[src/rtl/bist_pkg.sv]
// Shared types and defaults for the BIST controller.
// Holds the FSM encoding, default LFSR constants and counter width.
package bist_pkg;

  typedef enum logic [2:0] {
    IDLE,
    ARMED,
    RUN,
    DRAIN,
    CHECK,
    DONE
  } state_e;

  localparam logic [31:0] DEF_POLY = 32'h04C1_1DB7;
  localparam logic [31:0] DEF_SEED = 32'h0000_0001;
  localparam int CNT_W = 16;

endpackage

[src/rtl/bist_lfsr.sv]
// Galois shift register with parallel load and data injection.
// Used as pattern generator (data tied to 0) and as response MISR.
module bist_lfsr
  import bist_pkg::*;
#(
  parameter int W = 32,
  parameter logic [W-1:0] POLY = W'(DEF_POLY)
) (
  input  logic         clk_i,
  input  logic         rst_ni,
  input  logic         en_i,
  input  logic         load_i,
  input  logic [W-1:0] load_val_i,
  input  logic [W-1:0] data_i,
  output logic [W-1:0] q_o
);

  logic [W-1:0] q_q, q_d;

  always_comb begin
    q_d = q_q;
    if (load_i) begin
      q_d = load_val_i;
    end else if (en_i) begin
      q_d = {q_q[W-2:0], 1'b0}
          ^ (q_q[W-1] ? POLY : '0)
          ^ data_i;
    end
  end

  always_ff @(posedge clk_i) begin
    if (!rst_ni) q_q <= '0;
    else         q_q <= q_d;
  end

  assign q_o = q_q;

endmodule

[src/rtl/bist_ctrl.sv]
// BIST run controller: arms on start_test, streams LFSR patterns,
// compacts responses in a MISR and reports a go/no-go verdict.
module bist_ctrl
  import bist_pkg::*;
#(
  parameter int unsigned PATTERN_COUNT = 1024,
  parameter logic [31:0] SEED          = DEF_SEED,
  parameter logic [31:0] POLY          = DEF_POLY,
  parameter logic [31:0] GOLDEN_SIG    = 32'hDEAD_BEEF,
  parameter int unsigned TIMEOUT       = 256
) (
  input  logic        clk_i,
  input  logic        rst_ni,
  input  logic        start_test,
  output logic        test_o,
  output logic        go_nogo,
  output logic        test_mode_o,
  output logic [31:0] pattern_o,
  output logic        pattern_valid_o,
  input  logic [31:0] response_i,
  input  logic        response_valid_i
);

  localparam logic [31:0] SEED_EFF =
    (SEED == 32'h0) ? 32'h1 : SEED;
  localparam logic [CNT_W-1:0] PAT_N =
    CNT_W'(PATTERN_COUNT);
  localparam logic [CNT_W-1:0] LAST_PAT =
    CNT_W'(PATTERN_COUNT - 1);
  localparam logic [CNT_W-1:0] LAST_DRN =
    CNT_W'(TIMEOUT - 1);

  state_e           state_q, state_d;
  logic [CNT_W-1:0] pat_cnt_q, pat_cnt_d;
  logic [CNT_W-1:0] rsp_cnt_q, rsp_cnt_d;
  logic [CNT_W-1:0] drn_cnt_q, drn_cnt_d;
  logic             fail_q, fail_d;
  logic             go_q, go_d;
  logic             launch;
  logic             gen_en;
  logic             misr_en;
  logic [31:0]      misr_sig;

  always_comb begin
    state_d   = state_q;
    pat_cnt_d = pat_cnt_q;
    rsp_cnt_d = rsp_cnt_q;
    drn_cnt_d = drn_cnt_q;
    fail_d    = fail_q;
    go_d      = go_q;
    launch    = 1'b0;
    gen_en    = 1'b0;
    misr_en   = 1'b0;

    // responses only count while a run is in flight
    if ((state_q == RUN || state_q == DRAIN) &&
        response_valid_i) begin
      if (rsp_cnt_q < PAT_N) begin
        misr_en   = 1'b1;
        rsp_cnt_d = rsp_cnt_q + CNT_W'(1);
      end else begin
        fail_d = 1'b1;
      end
    end

    unique case (state_q)
      IDLE: begin
        if (start_test) state_d = ARMED;
      end
      ARMED: begin
        if (!start_test) begin
          state_d   = RUN;
          launch    = 1'b1;
          pat_cnt_d = '0;
          rsp_cnt_d = '0;
          drn_cnt_d = '0;
          fail_d    = 1'b0;
          go_d      = 1'b0;
        end
      end
      RUN: begin
        gen_en    = 1'b1;
        pat_cnt_d = pat_cnt_q + CNT_W'(1);
        if (pat_cnt_q == LAST_PAT) state_d = DRAIN;
      end
      DRAIN: begin
        drn_cnt_d = drn_cnt_q + CNT_W'(1);
        if (rsp_cnt_q == PAT_N) begin
          state_d = CHECK;
        end else if (drn_cnt_q == LAST_DRN) begin
          state_d = CHECK;
          fail_d  = 1'b1;
        end
      end
      CHECK: begin
        go_d    = (misr_sig == GOLDEN_SIG) && !fail_q;
        state_d = DONE;
      end
      DONE: begin
        if (start_test) state_d = ARMED;
      end
      default: state_d = IDLE;
    endcase
  end

  always_ff @(posedge clk_i) begin
    if (!rst_ni) begin
      state_q   <= IDLE;
      pat_cnt_q <= '0;
      rsp_cnt_q <= '0;
      drn_cnt_q <= '0;
      fail_q    <= 1'b0;
      go_q      <= 1'b0;
    end else begin
      state_q   <= state_d;
      pat_cnt_q <= pat_cnt_d;
      rsp_cnt_q <= rsp_cnt_d;
      drn_cnt_q <= drn_cnt_d;
      fail_q    <= fail_d;
      go_q      <= go_d;
    end
  end

  bist_lfsr #(.W(32), .POLY(POLY)) u_gen (
    .clk_i      (clk_i),
    .rst_ni     (rst_ni),
    .en_i       (gen_en),
    .load_i     (launch),
    .load_val_i (SEED_EFF),
    .data_i     (32'h0),
    .q_o        (pattern_o)
  );

  bist_lfsr #(.W(32), .POLY(POLY)) u_misr (
    .clk_i      (clk_i),
    .rst_ni     (rst_ni),
    .en_i       (misr_en),
    .load_i     (launch),
    .load_val_i (32'h0),
    .data_i     (response_i),
    .q_o        (misr_sig)
  );

  assign test_o = (state_q == ARMED) || (state_q == RUN) ||
                  (state_q == DRAIN) || (state_q == CHECK);
  assign test_mode_o     = (state_q == RUN) || (state_q == DRAIN);
  assign pattern_valid_o = (state_q == RUN);
  assign go_nogo         = go_q;

endmodule
[config.mk]
export PLATFORM = sky130hd
export DESIGN_NAME = bist_ctrl
export DESIGN_NICKNAME = d
export VERILOG_FILES = /design/src/rtl/bist_pkg.sv /design/src/rtl/bist_lfsr.sv /design/src/rtl/bist_ctrl.sv
export SDC_FILE = /design/constraint.sdc
export NUM_CORES = 1
export LEC_CHECK = 0
export BUFFER_PORTS_ARGS = -buffer_cell sky130_fd_sc_hd__buf_2
export CAP_MARGIN = 5
export CORE_MARGIN = 1
export CORE_UTILIZATION = 37
export CTS_CLUSTER_DIAMETER = 30
export DETAILED_ROUTE_END_ITERATION = 7
export PLACE_DENSITY = 0.62
export RECOVER_POWER = 25
export SLEW_MARGIN = 30
export SYNTH_ARGS = -nofsm -noshare
export SYNTH_HDL_FRONTEND = slang
export SYNTH_SLANG_ARGS = --single-unit
[constraint.sdc]
create_clock -name clk_i -period 4.7 [get_ports clk_i]
set_input_delay 0.94 -clock clk_i [delete_from_list [all_inputs] [get_ports clk_i]]
set_output_delay 0.94 -clock clk_i [all_outputs]
set_load 0.02 [all_outputs]
==> results_dict.tcl <==
set metrics [dict create \
    run_status "completed" \
    io_pins 72 \
    fin_tns_setup_ns 0 \
    cts_made_buffers 17 \
    cts_tree "done" \
    synth_area_leader_cell "dfxtp_1" \
    die-area_mm2 0.0150 \
    reg2reg_setup_slack_ns 1.88 \
    max-slew-margin-rel_pct 39.5 \
    finalPower_mw 3.55 \
    htree_levels 4 \
    setup_viol 0 \
    via_count 4558 \
    fp.dieW_um 123 \
    cts_hold_buf 0 \
    final_common_cell "dfxtp_1" \
    maxSlewViolCount 0 \
    synth_flop_cell "dfxtp_1" \
    post-cts-setup-buffers 0 \
    worstMarginPinSlew_ns 0.907 \
    routed_via_density 5.13 \
    end_kind "output pin" \
    placed_area_mm2 0.00583 \
    p_seq_share_pct 35.5 \
    crit_start "state_q[1]" \
    synth-seq-area-share_pct 43.5 \
    clockBufferDepth 2 \
    antenna_found_initial 0 \
    clock_skew_ns 0.00786 \
    coreArea_mm2 0.0140 \
    fin_area_mm2 0.00647 \
    period_minus_slack_ns 3.09 \
    synth_area_mm2 0.00539 \
    cp_max_fo 28 \
    die_h_um 123 \
    multi_input_area_mm2 0.00284 \
    worstPathRequired_ns 3.76 \
    area_growth_pct 20.1 \
    synth_top_area_share_pct 43.5 \
    finalHoldViolations 0 \
    ys.warnings.count 0 \
    place_ws_ns 1.29 \
    pwr-share-clk_pct 42.0 \
    wl_per_cell_um 13.4 \
    post_cts_resized 0 \
    holdCritPathClass "register to register" \
    diodes 0 \
    final_cell_mix "117 x dfxtp_1, 101 x nand2_1, 75 x nor2_1" \
    synth_area_leaders "dfxtp_1 43%, xnor2_1 11%, nand2_1 7.1%, nor2_1 5.2%, a211oi_1 4.5%" \
    wl_um 11900 \
    path_cells "or3b_1 > buf_4 > inv_2 > buf_2" \
    min_from "go_nogo" \
    grtUsageTotal_pct 16.4 \
    postRouteAntennaNets 0 \
    cts.root.buffer_cell "clkbuf_16" \
    critical-path-top-delay-family "buffers and inverters" \
    worstSetupPathType "register to output pin" \
    cpMaxStageDelayCell "dfxtp_1" \
    async_reset_ff_share_pct 0 \
    peakVddDrop_uv 333 \
    drive_above_1_share_pct 13.0 \
    clkLatencyLatePin_ns 0.41 \
    initial_utilization_pct 38.4 \
    switching_share_pct 30.5 \
    rsz0062_at_grt "no" \
    hpwl_um 7980 \
    syn_avg_cell_area_um2 8.43 \
    post-route-period-util_pct 65.7 \
    fin_ws_ns 1.61 \
    seq_area_mm2 0.00234 \
    r2r_end "u_misr.q_o[6]" \
    crit_buf_inv 3 \
    arrival_ns 2.15 \
    crit_path_max_incr_delay_ns 0.47 \
    switchingPower_mw 1.08 \
    ys_types 54 \
    cp.depth 4 \
    maxCapViolations 0 \
    port_buffers 71 \
    synth_edf_count 0 \
    synth_fp_nets 679 \
    syn_inst 639 \
    fmaxAchievable_ghz 0.324 \
    worstSetupStartpointType "register" \
    nNetsFinal 735 \
    power_frac_comb_pct 22.5 \
    gr-total-overflow 0 \
    fillers 1360 \
    drt-initial-drc-count 262 \
    drc 0 \
    p_leak_nw 2.24 \
    drt_pass1_iterations 4 \
    grt_pass1_vias 4280 \
    powerDensity_mw_per_mm2 548 \
    clk_pin_slew_worst_paths_ns 0.05 \
    grt_max_degree 40 \
    grt_pass1_wl_um 19700 \
    clkSinkCount 117 \
    row_count 43 \
    crit_end "pattern_valid_o" \
    ys_ff_latch 117 \
    reg2regPathDepth 4 \
    intPower_mw 2.46 \
    gp_congestion 0.795 \
    reg2reg_from "state_q[0]" \
]
[through the flow]
step	std cells	utilization, %	hold slack, ns
global route	888	46.1	0.483
global placement	856	41.5	0.444
detailed placement	856	41.5	0.453
CTS	888	46.4	0.460
finish	888	46.1	0.461
floorplan	639	-	0.452
[worst register-to-register path, stage by stage (launching register included)]
cell and delay [ns]:
dfxtp_1 0.50, or4b_1 0.91, nand2_2 0.80, buf_4 0.38, a211oi_1 0.08
[flip-flops by register name (all words and copies together), names as in the netlist]
signal	count
state_q	3
fail_q	1
rsp_cnt_q	16
pat_cnt_q	16
go_nogo	1
drn_cnt_q	16
u_misr.q_o	32
u_gen.q_o	32
[worst min-delay path by stage]
stage | endpoint | depth (start not counted) | slack, ns
finish | go_nogo | 2 | 0.46
global route | go_nogo | 2 | 0.48
CTS | go_nogo | 2 | 0.46
detailed placement | go_nogo | 2 | 0.45
global placement | go_nogo | 2 | 0.44
floorplan | u_misr.q_o[8] | 2 | 0.45
[power by group through the flow]
stage	registers, mW	clock network [mW]	logic (mW)
6_report	1.26	1.49	0.799
3_3_place_gp	1.27	0	0.793
4_1_cts	1.26	1.51	0.818
3_5_place_dp	1.28	0	0.815
2_1_floorplan	1.28	0	0.619
5_1_grt	1.28	1.56	0.892
[final cells by class]
cell class,count,area share [%]
Multi-Input combinational cell,476,43.8
Clock buffer,23,7.54
Tap cell,180,3.48
Clock inverter,9,3.02
Sequential cell,117,36.2
Timing Repair Buffer,77,5.55
Inverter,6,0.348
[synthesized netlist by cell type, drive strengths merged, types with 3 or more instances]
cell,instances
dfxtp,117
nand2,102
nor2,76
xnor2,66
a21oi,45
a211oi,32
buf,23
nand3,21
clkbuf,17
nand4,13
and3,11
o21ai,10
nor4,9
nor3,8
and2,7
mux2,7
a31oi,6
inv,5
o21a,5
xor2,5
ha,4
nand2b,4
o211a,4
o211ai,4
nand4b,3
nor2b,3
or3,3
or4b,3
[routing by layer]
layer | GRT usage [%] | part of all wire [%]
met3 | 4.74 | 4.5
met2 | 25.5 | 44
met4 | 5.03 | 1.1
met5 | 0 | 0
met1 | 21.9 | 50
[logic make-up (layout without fill, tap and decap cells)]
kind of cell,count (synthesis),in the layout,synth area share [%]
AND/OR/NAND/NOR,275,275,24.3
AO/OA/AOI/OAI,117,117,14.0
flip-flops,117,117,43.5
XOR/XNOR,71,71,11.5
buffers and inverters,46,115,3.93
multiplexers,9,9,1.84
adder cells (fa/ha/maj),4,4,0.929
(Power assumes the default switching activity.)
